**config.mk**
```make
export PLATFORM = sky130hd
export DESIGN_NAME = key_cmd_scheduler_flat
export DESIGN_NICKNAME = d
export VERILOG_FILES = /design/src/rtl/key_cmd_scheduler_if.sv /design/src/rtl/key_cmd_scheduler.sv /design/src/flat_wrapper.sv
export SDC_FILE = /design/constraint.sdc
export NUM_CORES = 1
export LEC_CHECK = 0
export CORE_ASPECT_RATIO = 1.25
export CORE_MARGIN = 2
export CORE_UTILIZATION = 55
export DETAILED_ROUTE_END_ITERATION = 12
export PLACE_DENSITY = 0.84
export SLEW_MARGIN = 20
export SYNTH_ARGS = -nofsm -noshare
export SYNTH_HDL_FRONTEND = slang
export SYNTH_SLANG_ARGS = --single-unit
```
**constraint.sdc**
```tcl
create_clock -name clk -period 3.8 [get_ports clk]
set_clock_uncertainty 0.2 [all_clocks]
set_input_delay 0.76 -clock clk [delete_from_list [all_inputs] [get_ports clk]]
set_output_delay 0.76 -clock clk [all_outputs]
set_load 0.02 [all_outputs]
```
**src/rtl/key_cmd_scheduler_if.sv**
```systemverilog
`default_nettype none
// ============================================================================
//  Module      : key_cmd_scheduler_if
//  Description : Bundles the key-event input, game status, the command
//                stream (valid/ready) and the scheduler status outputs.
//                The master side produces key events and consumes commands;
//                the slave side is the scheduler.
//  Revision    : 1.0  initial release
// ============================================================================
interface key_cmd_scheduler_if;
  // Key event strobe and its sampled payload
  logic       key_valid;
  logic [3:0] key_num;
  logic       key_pressed;
  // Level from the game core
  logic       game_over;
  // Command stream
  logic       cmd_valid;
  logic       cmd_ready;
  logic [1:0] cmd;
  // Status
  logic [1:0] mode;
  logic       duck;
  logic       overflow;

  modport master (
    output key_valid, key_num, key_pressed, game_over, cmd_ready,
    input  cmd_valid, cmd, mode, duck, overflow
  );

  modport slave (
    input  key_valid, key_num, key_pressed, game_over, cmd_ready,
    output cmd_valid, cmd, mode, duck, overflow
  );
endinterface
`default_nettype wire

```
**src/rtl/key_cmd_scheduler.sv**
```systemverilog
`default_nettype none
// ============================================================================
//  Module      : key_cmd_scheduler
//  Description : Tracks the four game keys, runs the game-mode FSM,
//                auto-repeats jumps while a jump key is held and queues the
//                resulting commands in a small FIFO drained over valid/ready.
//  Revision    : 1.0  initial release
// ============================================================================
module key_cmd_scheduler #(
  parameter int REPEAT_CYCLES = 25_000_000,
  parameter int DEPTH         = 4
) (
  input  logic                 clk,
  input  logic                 rst_n,
  key_cmd_scheduler_if.slave   sched_if
);

  localparam int AW = $clog2(DEPTH);
  localparam int CW = $clog2(REPEAT_CYCLES);
  localparam logic [CW-1:0] RPT_RELOAD = CW'(REPEAT_CYCLES - 1);

  localparam logic [1:0] CMD_START  = 2'd0;
  localparam logic [1:0] CMD_JUMP   = 2'd1;
  localparam logic [1:0] CMD_PAUSE  = 2'd2;
  localparam logic [1:0] CMD_RESUME = 2'd3;

  typedef enum logic [1:0] {
    MODE_IDLE  = 2'd0,
    MODE_RUN   = 2'd1,
    MODE_PAUSE = 2'd2,
    MODE_OVER  = 2'd3
  } mode_e;

  // State registers
  mode_e          mode_q, mode_d;
  logic [3:0]     held_q, held_d;
  logic           rpt_on_q, rpt_on_d;
  logic [CW-1:0]  rpt_cnt_q, rpt_cnt_d;
  logic           duck_q;
  logic           ovf_q;
  logic [AW:0]    wr_ptr_q, rd_ptr_q;
  logic [1:0]     mem_q [DEPTH];

  // Key event decode
  logic       key_in_range;
  logic [1:0] key_idx;
  logic       key_fresh;
  logic       enter_fresh;
  logic       jump_held;
  logic       in_run;
  logic       jump_fresh;
  logic       rpt_tick;

  assign key_in_range = (sched_if.key_num[3:2] == 2'b00);
  assign key_idx      = sched_if.key_num[1:0];
  // A make on an already-held key is a typematic repeat, not a press.
  assign key_fresh    = sched_if.key_valid & sched_if.key_pressed & key_in_range
                        & ~held_q[key_idx];
  assign enter_fresh  = key_fresh & (key_idx == 2'd0);
  assign jump_held    = held_q[1] | held_q[2];
  assign in_run       = (mode_q == MODE_RUN);
  assign jump_fresh   = in_run & key_fresh & ((key_idx == 2'd1) | (key_idx == 2'd2))
                        & ~jump_held;
  assign rpt_tick     = in_run & rpt_on_q & jump_held & (rpt_cnt_q == '0);

  // Mode transitions and the mode command they generate
  logic       mode_push;
  logic [1:0] mode_cmd;

  // Next mode plus optional mode command; game_over beats enter while running.
  always_comb begin
    mode_d    = mode_q;
    mode_push = 1'b0;
    mode_cmd  = CMD_START;
    case (mode_q)
      MODE_IDLE: begin
        if (enter_fresh) begin
          mode_d    = MODE_RUN;
          mode_push = 1'b1;
          mode_cmd  = CMD_START;
        end
      end
      MODE_RUN: begin
        if (sched_if.game_over) begin
          mode_d = MODE_OVER;
        end else if (enter_fresh) begin
          mode_d    = MODE_PAUSE;
          mode_push = 1'b1;
          mode_cmd  = CMD_PAUSE;
        end
      end
      MODE_PAUSE: begin
        if (enter_fresh) begin
          mode_d    = MODE_RUN;
          mode_push = 1'b1;
          mode_cmd  = CMD_RESUME;
        end
      end
      default: begin
        if (enter_fresh) begin
          mode_d = MODE_IDLE;
        end
      end
    endcase
  end

  // One push per cycle at most: a mode command masks a coinciding repeat tick.
  logic       push_v;
  logic [1:0] push_cmd;
  assign push_v   = mode_push | jump_fresh | rpt_tick;
  assign push_cmd = mode_push ? mode_cmd : CMD_JUMP;

  // Held-key bitmap follows every in-range make/break regardless of mode.
  always_comb begin
    held_d = held_q;
    if (sched_if.key_valid && key_in_range) begin
      held_d[key_idx] = sched_if.key_pressed;
    end
  end

  // Repeat counter: armed only by a fresh jump, idles whenever jumping stops.
  always_comb begin
    rpt_on_d  = rpt_on_q;
    rpt_cnt_d = rpt_cnt_q;
    if (jump_fresh) begin
      rpt_on_d  = 1'b1;
      rpt_cnt_d = RPT_RELOAD;
    end else if (!in_run || !jump_held) begin
      rpt_on_d  = 1'b0;
      rpt_cnt_d = '0;
    end else if (rpt_on_q) begin
      rpt_cnt_d = (rpt_cnt_q == '0) ? RPT_RELOAD : (rpt_cnt_q - CW'(1));
    end
  end

  // FIFO status; the extra pointer bit separates full from empty.
  logic fifo_empty, fifo_full, fifo_pop, fifo_wr, fifo_drop;
  assign fifo_empty = (wr_ptr_q == rd_ptr_q);
  assign fifo_full  = (wr_ptr_q[AW] != rd_ptr_q[AW]) &&
                      (wr_ptr_q[AW-1:0] == rd_ptr_q[AW-1:0]);
  assign fifo_pop   = ~fifo_empty & sched_if.cmd_ready;
  assign fifo_wr    = push_v & (~fifo_full | fifo_pop);
  assign fifo_drop  = push_v & fifo_full & ~fifo_pop;

  // Control state: mode FSM, key tracking, repeat timer, pointers, flags.
  always_ff @(posedge clk or negedge rst_n) begin
    if (!rst_n) begin
      mode_q    <= MODE_IDLE;
      held_q    <= '0;
      rpt_on_q  <= 1'b0;
      rpt_cnt_q <= '0;
      duck_q    <= 1'b0;
      ovf_q     <= 1'b0;
      wr_ptr_q  <= '0;
      rd_ptr_q  <= '0;
    end else begin
      mode_q    <= mode_d;
      held_q    <= held_d;
      rpt_on_q  <= rpt_on_d;
      rpt_cnt_q <= rpt_cnt_d;
      duck_q    <= held_d[3] & (mode_d == MODE_RUN);
      if (fifo_drop) begin
        ovf_q <= 1'b1;
      end
      if (fifo_wr) begin
        wr_ptr_q <= wr_ptr_q + 1'b1;
      end
      if (fifo_pop) begin
        rd_ptr_q <= rd_ptr_q + 1'b1;
      end
    end
  end

  // Storage array; contents are meaningless while empty so it needs no reset.
  always_ff @(posedge clk) begin
    if (fifo_wr) begin
      mem_q[wr_ptr_q[AW-1:0]] <= push_cmd;
    end
  end

  assign sched_if.cmd_valid = ~fifo_empty;
  assign sched_if.cmd       = fifo_empty ? 2'd0 : mem_q[rd_ptr_q[AW-1:0]];
  assign sched_if.mode      = mode_q;
  assign sched_if.duck      = duck_q;
  assign sched_if.overflow  = ovf_q;

endmodule
`default_nettype wire
```
**src/flat_wrapper.sv**
```systemverilog
// flat-port wrapper written by rule: the top's interface ports become plain ports
module key_cmd_scheduler_flat 
#(
  parameter int REPEAT_CYCLES = 25_000_000,
  parameter int DEPTH         = 4
)
  (clk, rst_n, sched_if_key_valid, sched_if_key_num, sched_if_key_pressed, sched_if_game_over, sched_if_cmd_ready, sched_if_cmd_valid, sched_if_cmd, sched_if_mode, sched_if_duck, sched_if_overflow);
  key_cmd_scheduler_if sched_if_i ();
  input  logic clk;
  input  logic rst_n;
  input wire logic [$bits(sched_if_i.key_valid)-1:0] sched_if_key_valid;
  input wire logic [$bits(sched_if_i.key_num)-1:0] sched_if_key_num;
  input wire logic [$bits(sched_if_i.key_pressed)-1:0] sched_if_key_pressed;
  input wire logic [$bits(sched_if_i.game_over)-1:0] sched_if_game_over;
  input wire logic [$bits(sched_if_i.cmd_ready)-1:0] sched_if_cmd_ready;
  output wire logic [$bits(sched_if_i.cmd_valid)-1:0] sched_if_cmd_valid;
  output wire logic [$bits(sched_if_i.cmd)-1:0] sched_if_cmd;
  output wire logic [$bits(sched_if_i.mode)-1:0] sched_if_mode;
  output wire logic [$bits(sched_if_i.duck)-1:0] sched_if_duck;
  output wire logic [$bits(sched_if_i.overflow)-1:0] sched_if_overflow;
  assign sched_if_i.key_valid = sched_if_key_valid;
  assign sched_if_i.key_num = sched_if_key_num;
  assign sched_if_i.key_pressed = sched_if_key_pressed;
  assign sched_if_i.game_over = sched_if_game_over;
  assign sched_if_i.cmd_ready = sched_if_cmd_ready;
  assign sched_if_cmd_valid = sched_if_i.cmd_valid;
  assign sched_if_cmd = sched_if_i.cmd;
  assign sched_if_mode = sched_if_i.mode;
  assign sched_if_duck = sched_if_i.duck;
  assign sched_if_overflow = sched_if_i.overflow;
  key_cmd_scheduler #(.REPEAT_CYCLES(REPEAT_CYCLES), .DEPTH(DEPTH)) u_core (.clk(clk), .rst_n(rst_n), .sched_if(sched_if_i));
endmodule
```
# After elaboration in Yosys (flattened, before gate mapping)
# Memory sizes are Yosys's and may differ from the RTL's.
# Index checks and enable logic that the tools add are counted.
[totals]
mem_count = 1
latchBits = 0
rom_bits = 0
reg_bits = 40
ram_bits = 8
wordCells = 89
[classes]
shifts = 0
n_reduce_logical = 13
eq_ne = 8
muxes = 28
bitwise_logic = 25
add_sub_neg = 3
n_lt_le_gt_ge = 2
mul = 0
n_div = 0
[mem_list]
columns = ["name", "words", "word_bits", "read_ports", "rd_clocked_by_memory_dff", "wr", "line", "source"]
rows = [
  ["u_core.mem_q", 4, 2, 1, 0, 1, "key_cmd_scheduler.sv:42", "logic [1:0] mem_q [DEPTH];"],
]
[ops]
columns = ["cell", "n"]
rows = [
  ["$mux 25", 4],
  ["$logic_not 25->1", 1],
  ["$sub 25x1->25 const B", 1],
  ["$mux 2", 9],
  ["$and 1x1->1", 15],
  ["$mux 1", 8],
  ["$pmux 2 s2", 2],
  ["$add 3x1->3 const B", 2],
  ["$eq 2x1->1 const B", 3],
  ["$logic_not 2->1", 3],
  ["$not 1->1", 5],
  ["$or 1x1->1", 5],
  ["$bwmux 4", 1],
  ["$eq 2x2->1 const B", 2],
  ["$mux 4", 1],
  ["$eq 3x3->1", 1],
  ["$logic_and 1x1->1", 3],
  ["$lt 2x3->1 const B", 1],
  ["$reduce_bool 3->1", 1],
  ["$bmux 1 s2", 1],
  ["$demux 1 s2", 1],
  ["$eq 2x2->1", 1],
  ["$ge 2x1->1 const B", 1],
  ["$logic_not 1->1", 2],
  ["5 further kinds", 5],
]

# Longest topological paths before layout
[depth]
depth_word = 13
mapped_depth = 8

# Worst setup path before layout
# Ideal clock, no wire load.
[synth_path]
kind = "input-to-reg"
startpoint = "in sched_if_key_num[3]"
endpoint = "reg u_core.rpt_cnt_q[21]"
arrival_ns = 2.252
cell_stages = 5
path_slack_ns = 1.254
cell_sequence = "or4bb_1 > nor3_1 > clkbuf_1 > nor2_1 > a211oi_1"
[synth_between]
elab_chain_cells = 7
[synth_rtl]
columns = ["element", "line", "source"]
rows = [
  ["start: declaration", "flat_wrapper.sv:12", "input wire logic [$bits(sched_if_i.key_num)-1:0] sched_if_key_num;"],
  ["$logic_not 2->1 (*)", "key_cmd_scheduler.sv:54", "assign key_in_range = (sched_if.key_num[3:2] == 2'b00);"],
  ["$and 1x1->1 (*)", "key_cmd_scheduler.sv:57", "assign key_fresh = sched_if.key_valid & sched_if.key_pressed & key_in_range"],
  ["$and 1x1->1 (*)", "key_cmd_scheduler.sv:58", "& ~held_q[key_idx];"],
  ["$and 1x1->1 (*) (2 in a row)", "key_cmd_scheduler.sv:62", "assign jump_fresh = in_run & key_fresh & ((key_idx == 2'd1) | (key_idx == 2'd2))"],
  ["$and 1x1->1 (*)", "key_cmd_scheduler.sv:63", "& ~jump_held;"],
  ["$reduce_bool 3->1 (no source line) / $mux 25 (equally long branches)", "n/a", ""],
  ["end signal: assignment", "key_cmd_scheduler.sv:160", "rpt_cnt_q <= rpt_cnt_d;"],
  ["end: declaration", "key_cmd_scheduler.sv:38", "logic [CW-1:0] rpt_cnt_q, rpt_cnt_d;"],
]
# Mark *: on every way between the ends. The rest lies on a longest branch, timed or not.
# A chain may end at the register's enable or synchronous reset.

# Worst setup path after layout
[layout_path]
startpoint = "in sched_if_key_num[1]"
endpoint = "reg u_core.rpt_cnt_q[13]"
[layout_between]
elab_chain_cells = 8
[layout_rtl]
columns = ["element", "line"]
rows = [
  ["$bmux 1 s2", "key_cmd_scheduler.sv:58"],
  ["$mux 1 (not written as such)", "key_cmd_scheduler.sv:58"],
  ["$not 1->1", "key_cmd_scheduler.sv:58"],
  ["$and 1x1->1", "key_cmd_scheduler.sv:58"],
  ["$and 1x1->1", "key_cmd_scheduler.sv:62"],
  ["$and 1x1->1 (*)", "key_cmd_scheduler.sv:62"],
  ["$and 1x1->1 (*)", "key_cmd_scheduler.sv:63"],
  ["$reduce_bool 3->1 (no source line) / $mux 25 (equally long branches)", "n/a"],
]
# Mark *: on every way between the ends. The rest lies on a longest branch, timed or not. The select of a mux whose other input is x is not followed.

==> results_dict.tcl <==
set metrics [dict create \
    status "complete, no violations" \
    clkPwrFrac_pct 12.7 \
    grt_overflow_total 0 \
    final-setup-viol-count 0 \
    regToRegEndpoint "u_core.rpt_cnt_q[13]" \
    met1_length_mm 2.59 \
    comb_power_share_pct 57.6 \
    ant_nets 0 \
    cts_tree "done" \
    synthCells 285 \
    synth_top_area_share_pct 35.2 \
    synthFlopType "dfrtp_1" \
    ir_drop_uv 485 \
    power_w 0.00283 \
    crit_required_ps 3820 \
    cts.sinks 48 \
    crit_path_max_fanout 12 \
    hold_class "reg -> reg" \
    insertion_delay_ps 300 \
    internal_power_w 0.00150 \
    ys_ff_latch 48 \
    max_freq_ghz 0.321 \
    fin_nets 326 \
    slew_headroom_pct 36.5 \
    powerDensity_nw_per_um2 892 \
    startpoint "sched_if_key_num[1]" \
    finalHoldViolCount 0 \
    ctsHoldBuffers 0 \
    seqPwrFrac_pct 29.7 \
    yosysUniqueCellTypes 57 \
    core_um2 5040 \
    crit_arrival_ps 3130 \
    final_cells 365 \
    wirelength_mm 6.22 \
    post_cts_resized 0 \
    wl_per_cell_um 17.0 \
    h-tree-depth 2 \
    syn_area_per_cell_um2 9.98 \
    synth_nets 309 \
    die_w_um 68.3 \
    setup-tns-final_ps 0 \
    ys_async_sr_fraction_pct 83.3 \
    met2_length_mm 3.21 \
    io_buffers 16 \
    pre_cts_ws_ps 407 \
    fin_ws_ps 685 \
    start_util_pct 56.4 \
    place_inst 357 \
    place_congestion 0.884 \
    crit_type "in -> reg" \
    drt_first_pass_iters 5 \
    finalCritPeriodShare_pct 82.0 \
    seq_area_um2 1240 \
    vias 2357 \
    drt_iter0_markers 161 \
    syn2layout_area_growth_pct 11.5 \
    via_per_inst 6.46 \
    power_leakage_nw 1.38 \
    switching_share_pct 46.9 \
    place_hpwl_mm 4.30 \
    synth_area_um2 2850 \
    multiInputGateArea_um2 1530 \
    die_area_um2 5770 \
    cts_buffer_depth 2 \
    num_antenna_cells 0 \
    worstSetupEndpointType "register" \
    drc_errors 0 \
    slew_viol_final 0 \
    start_kind "input port" \
    post_cts_buffers 0 \
    yosys_warnings 0 \
    yosys.area.top_type "dfrtp_1" \
    globalRouteTotalUtil_pct 23.4 \
    tightestPinTransition_ps 945 \
    grt_max_degree 41 \
    maxCapViolCount 0 \
    reg2reg_slack_ps 730 \
    route.met3.wl_um 330 \
    num_rows 29 \
    die_h_um 84.4 \
    ios 17 \
    grt_pass1_vias 2187 \
    p_switching_w 0.00133 \
    n_fill_cell 396 \
    path_clk_slew_ps 90 \
    rsz0062_at_grt "no" \
    synth-edff-count 8 \
    antenna_found_initial 0 \
    crit-reg2reg-launch "u_core.rpt_cnt_q[0]" \
    synth_area_leaders "dfrtp_1 (35%), edfxtp_1 (8.4%), ha_1 (6.2%)" \
    endpoint "u_core.rpt_cnt_q[13]" \
    grt_pass1_wl_mm 10.3 \
    worstRegToRegCells 7 \
    drive_gt1_share_pct 11.2 \
    period_needed_ps 3110 \
    highest_layer "met4" \
    root_buffer "clkbuf_8" \
    seq_area_frac_synth_pct 43.6 \
    cts_made_buffers 5 \
]
-- placed cells by master, fill, tap and decap left out, types with 4 or more instances in the layout --
cell and n:
a21oi_1 17, o21ai_0 10, clkdlybuf4s50_1 15, edfxtp_1 8
o22a_1 4, ha_1 14, mux2_2 5, and2_1 6
o31ai_1 7, inv_1 11, dfrtp_1 40, nor4_1 4
o22ai_1 6, nor3_1 16, nand3_1 7, a21o_1 4
a31oi_1 15, or3_1 5, nor2_1 17, clkbuf_8 5
nand2_1 22, xnor2_1 7
-- state kept, by name, summed over array words and instances (netlist names), named ones only --
register / flops
u_core.rd_ptr_q: 3
u_core.rpt_on_q: 1
u_core.mem_q: 8
u_core.sched_if.mode: 2
u_core.sched_if.duck: 1
u_core.held_q: 1
u_core.rpt_cnt_q: 25
u_core.wr_ptr_q: 3
u_core.sched_if.overflow: 1
-- layer usage --
metal	track usage, %	vias up
met5	0	-
met4	6.91	0
met3	4.29	10
met2	36.8	100
met1	32.8	1142
li1	-	1105
-- kinds of logic (layout without fill, tap and decap cells) --
family / Yosys count / in the layout / share of synthesized area (%)
AND/OR/NAND/NOR: 105 / 105 / 21.3
AO/OA/AOI/OAI: 80 / 80 / 18.7
flip-flops: 48 / 48 / 43.6
buffers and inverters: 20 / 38 / 2.68
adder cells (fa/ha/maj): 14 / 14 / 6.16
multiplexers: 10 / 10 / 5.10
XOR/XNOR: 8 / 8 / 2.46
-- power groups by stage --
stage / combinational [W] / clock, W / sequential, W
after global placement: 0.00154 / 0 / 0.000831
final: 0.00163 / 0.000361 / 0.000839
after CTS: 0.00161 / 0.000366 / 0.000833
after detailed placement: 0.00159 / 0 / 0.000843
after global routing: 0.00181 / 0.000388 / 0.000860
after floorplan: 0.00122 / 0 / 0.000816
-- through the flow --
step	util, %	area (um^2)	hold WS [ps]
finish	62.9	3170	267
global route	62.9	3170	280
CTS	62.9	3170	271
detailed placement	60.8	3070	251
global placement	60.8	3070	249
floorplan	-	2850	262
-- worst min-delay path by stage --
stage                                   startpoint                          to  slack [ps]  depth (start not counted)
final                     u_core.sched_if.overflow    u_core.sched_if.overflow         270                          1
after global routing      u_core.sched_if.overflow    u_core.sched_if.overflow         280                          1
after CTS                 u_core.sched_if.overflow    u_core.sched_if.overflow         270                          1
after detailed placement  u_core.sched_if.overflow    u_core.sched_if.overflow         250                          1
after global placement    u_core.sched_if.overflow    u_core.sched_if.overflow         250                          1
after floorplan                              rst_n  asynchronous set/reset pin         260                          0
-- layout make-up --
| cell class | instances | share of cell area [%] |
|---|---|---|
| Clock buffer | 5 | 2.17 |
| Tap cell | 62 | 2.45 |
| Sequential cell | 48 | 39.1 |
| Clock inverter | 3 | 1.18 |
| Timing Repair Buffer | 19 | 5.60 |
| Inverter | 11 | 1.30 |
| Multi-Input combinational cell | 217 | 48.2 |
-- cell usage after synthesis, types with 7 or more instances --
cell and instances:
a21oi_1 17, a31oi_1 15, clkbuf_1 8, dfrtp_1 40, edfxtp_1 8, ha_1 14, inv_1 11, nand2_1 22
nand3_1 7, nor2_1 17, nor3_1 16, o21ai_0 10, o31ai_1 7, xnor2_1 7
-- worst max-delay path, cell delays in order --
cell	delay, ps
clkdlybuf4s50_1	550
mux4_2	570
or3_1	580
o31ai_1	320
nor3_1	130
nor3_1	220
No activity file was read; power rests on OpenSTA's default activity.
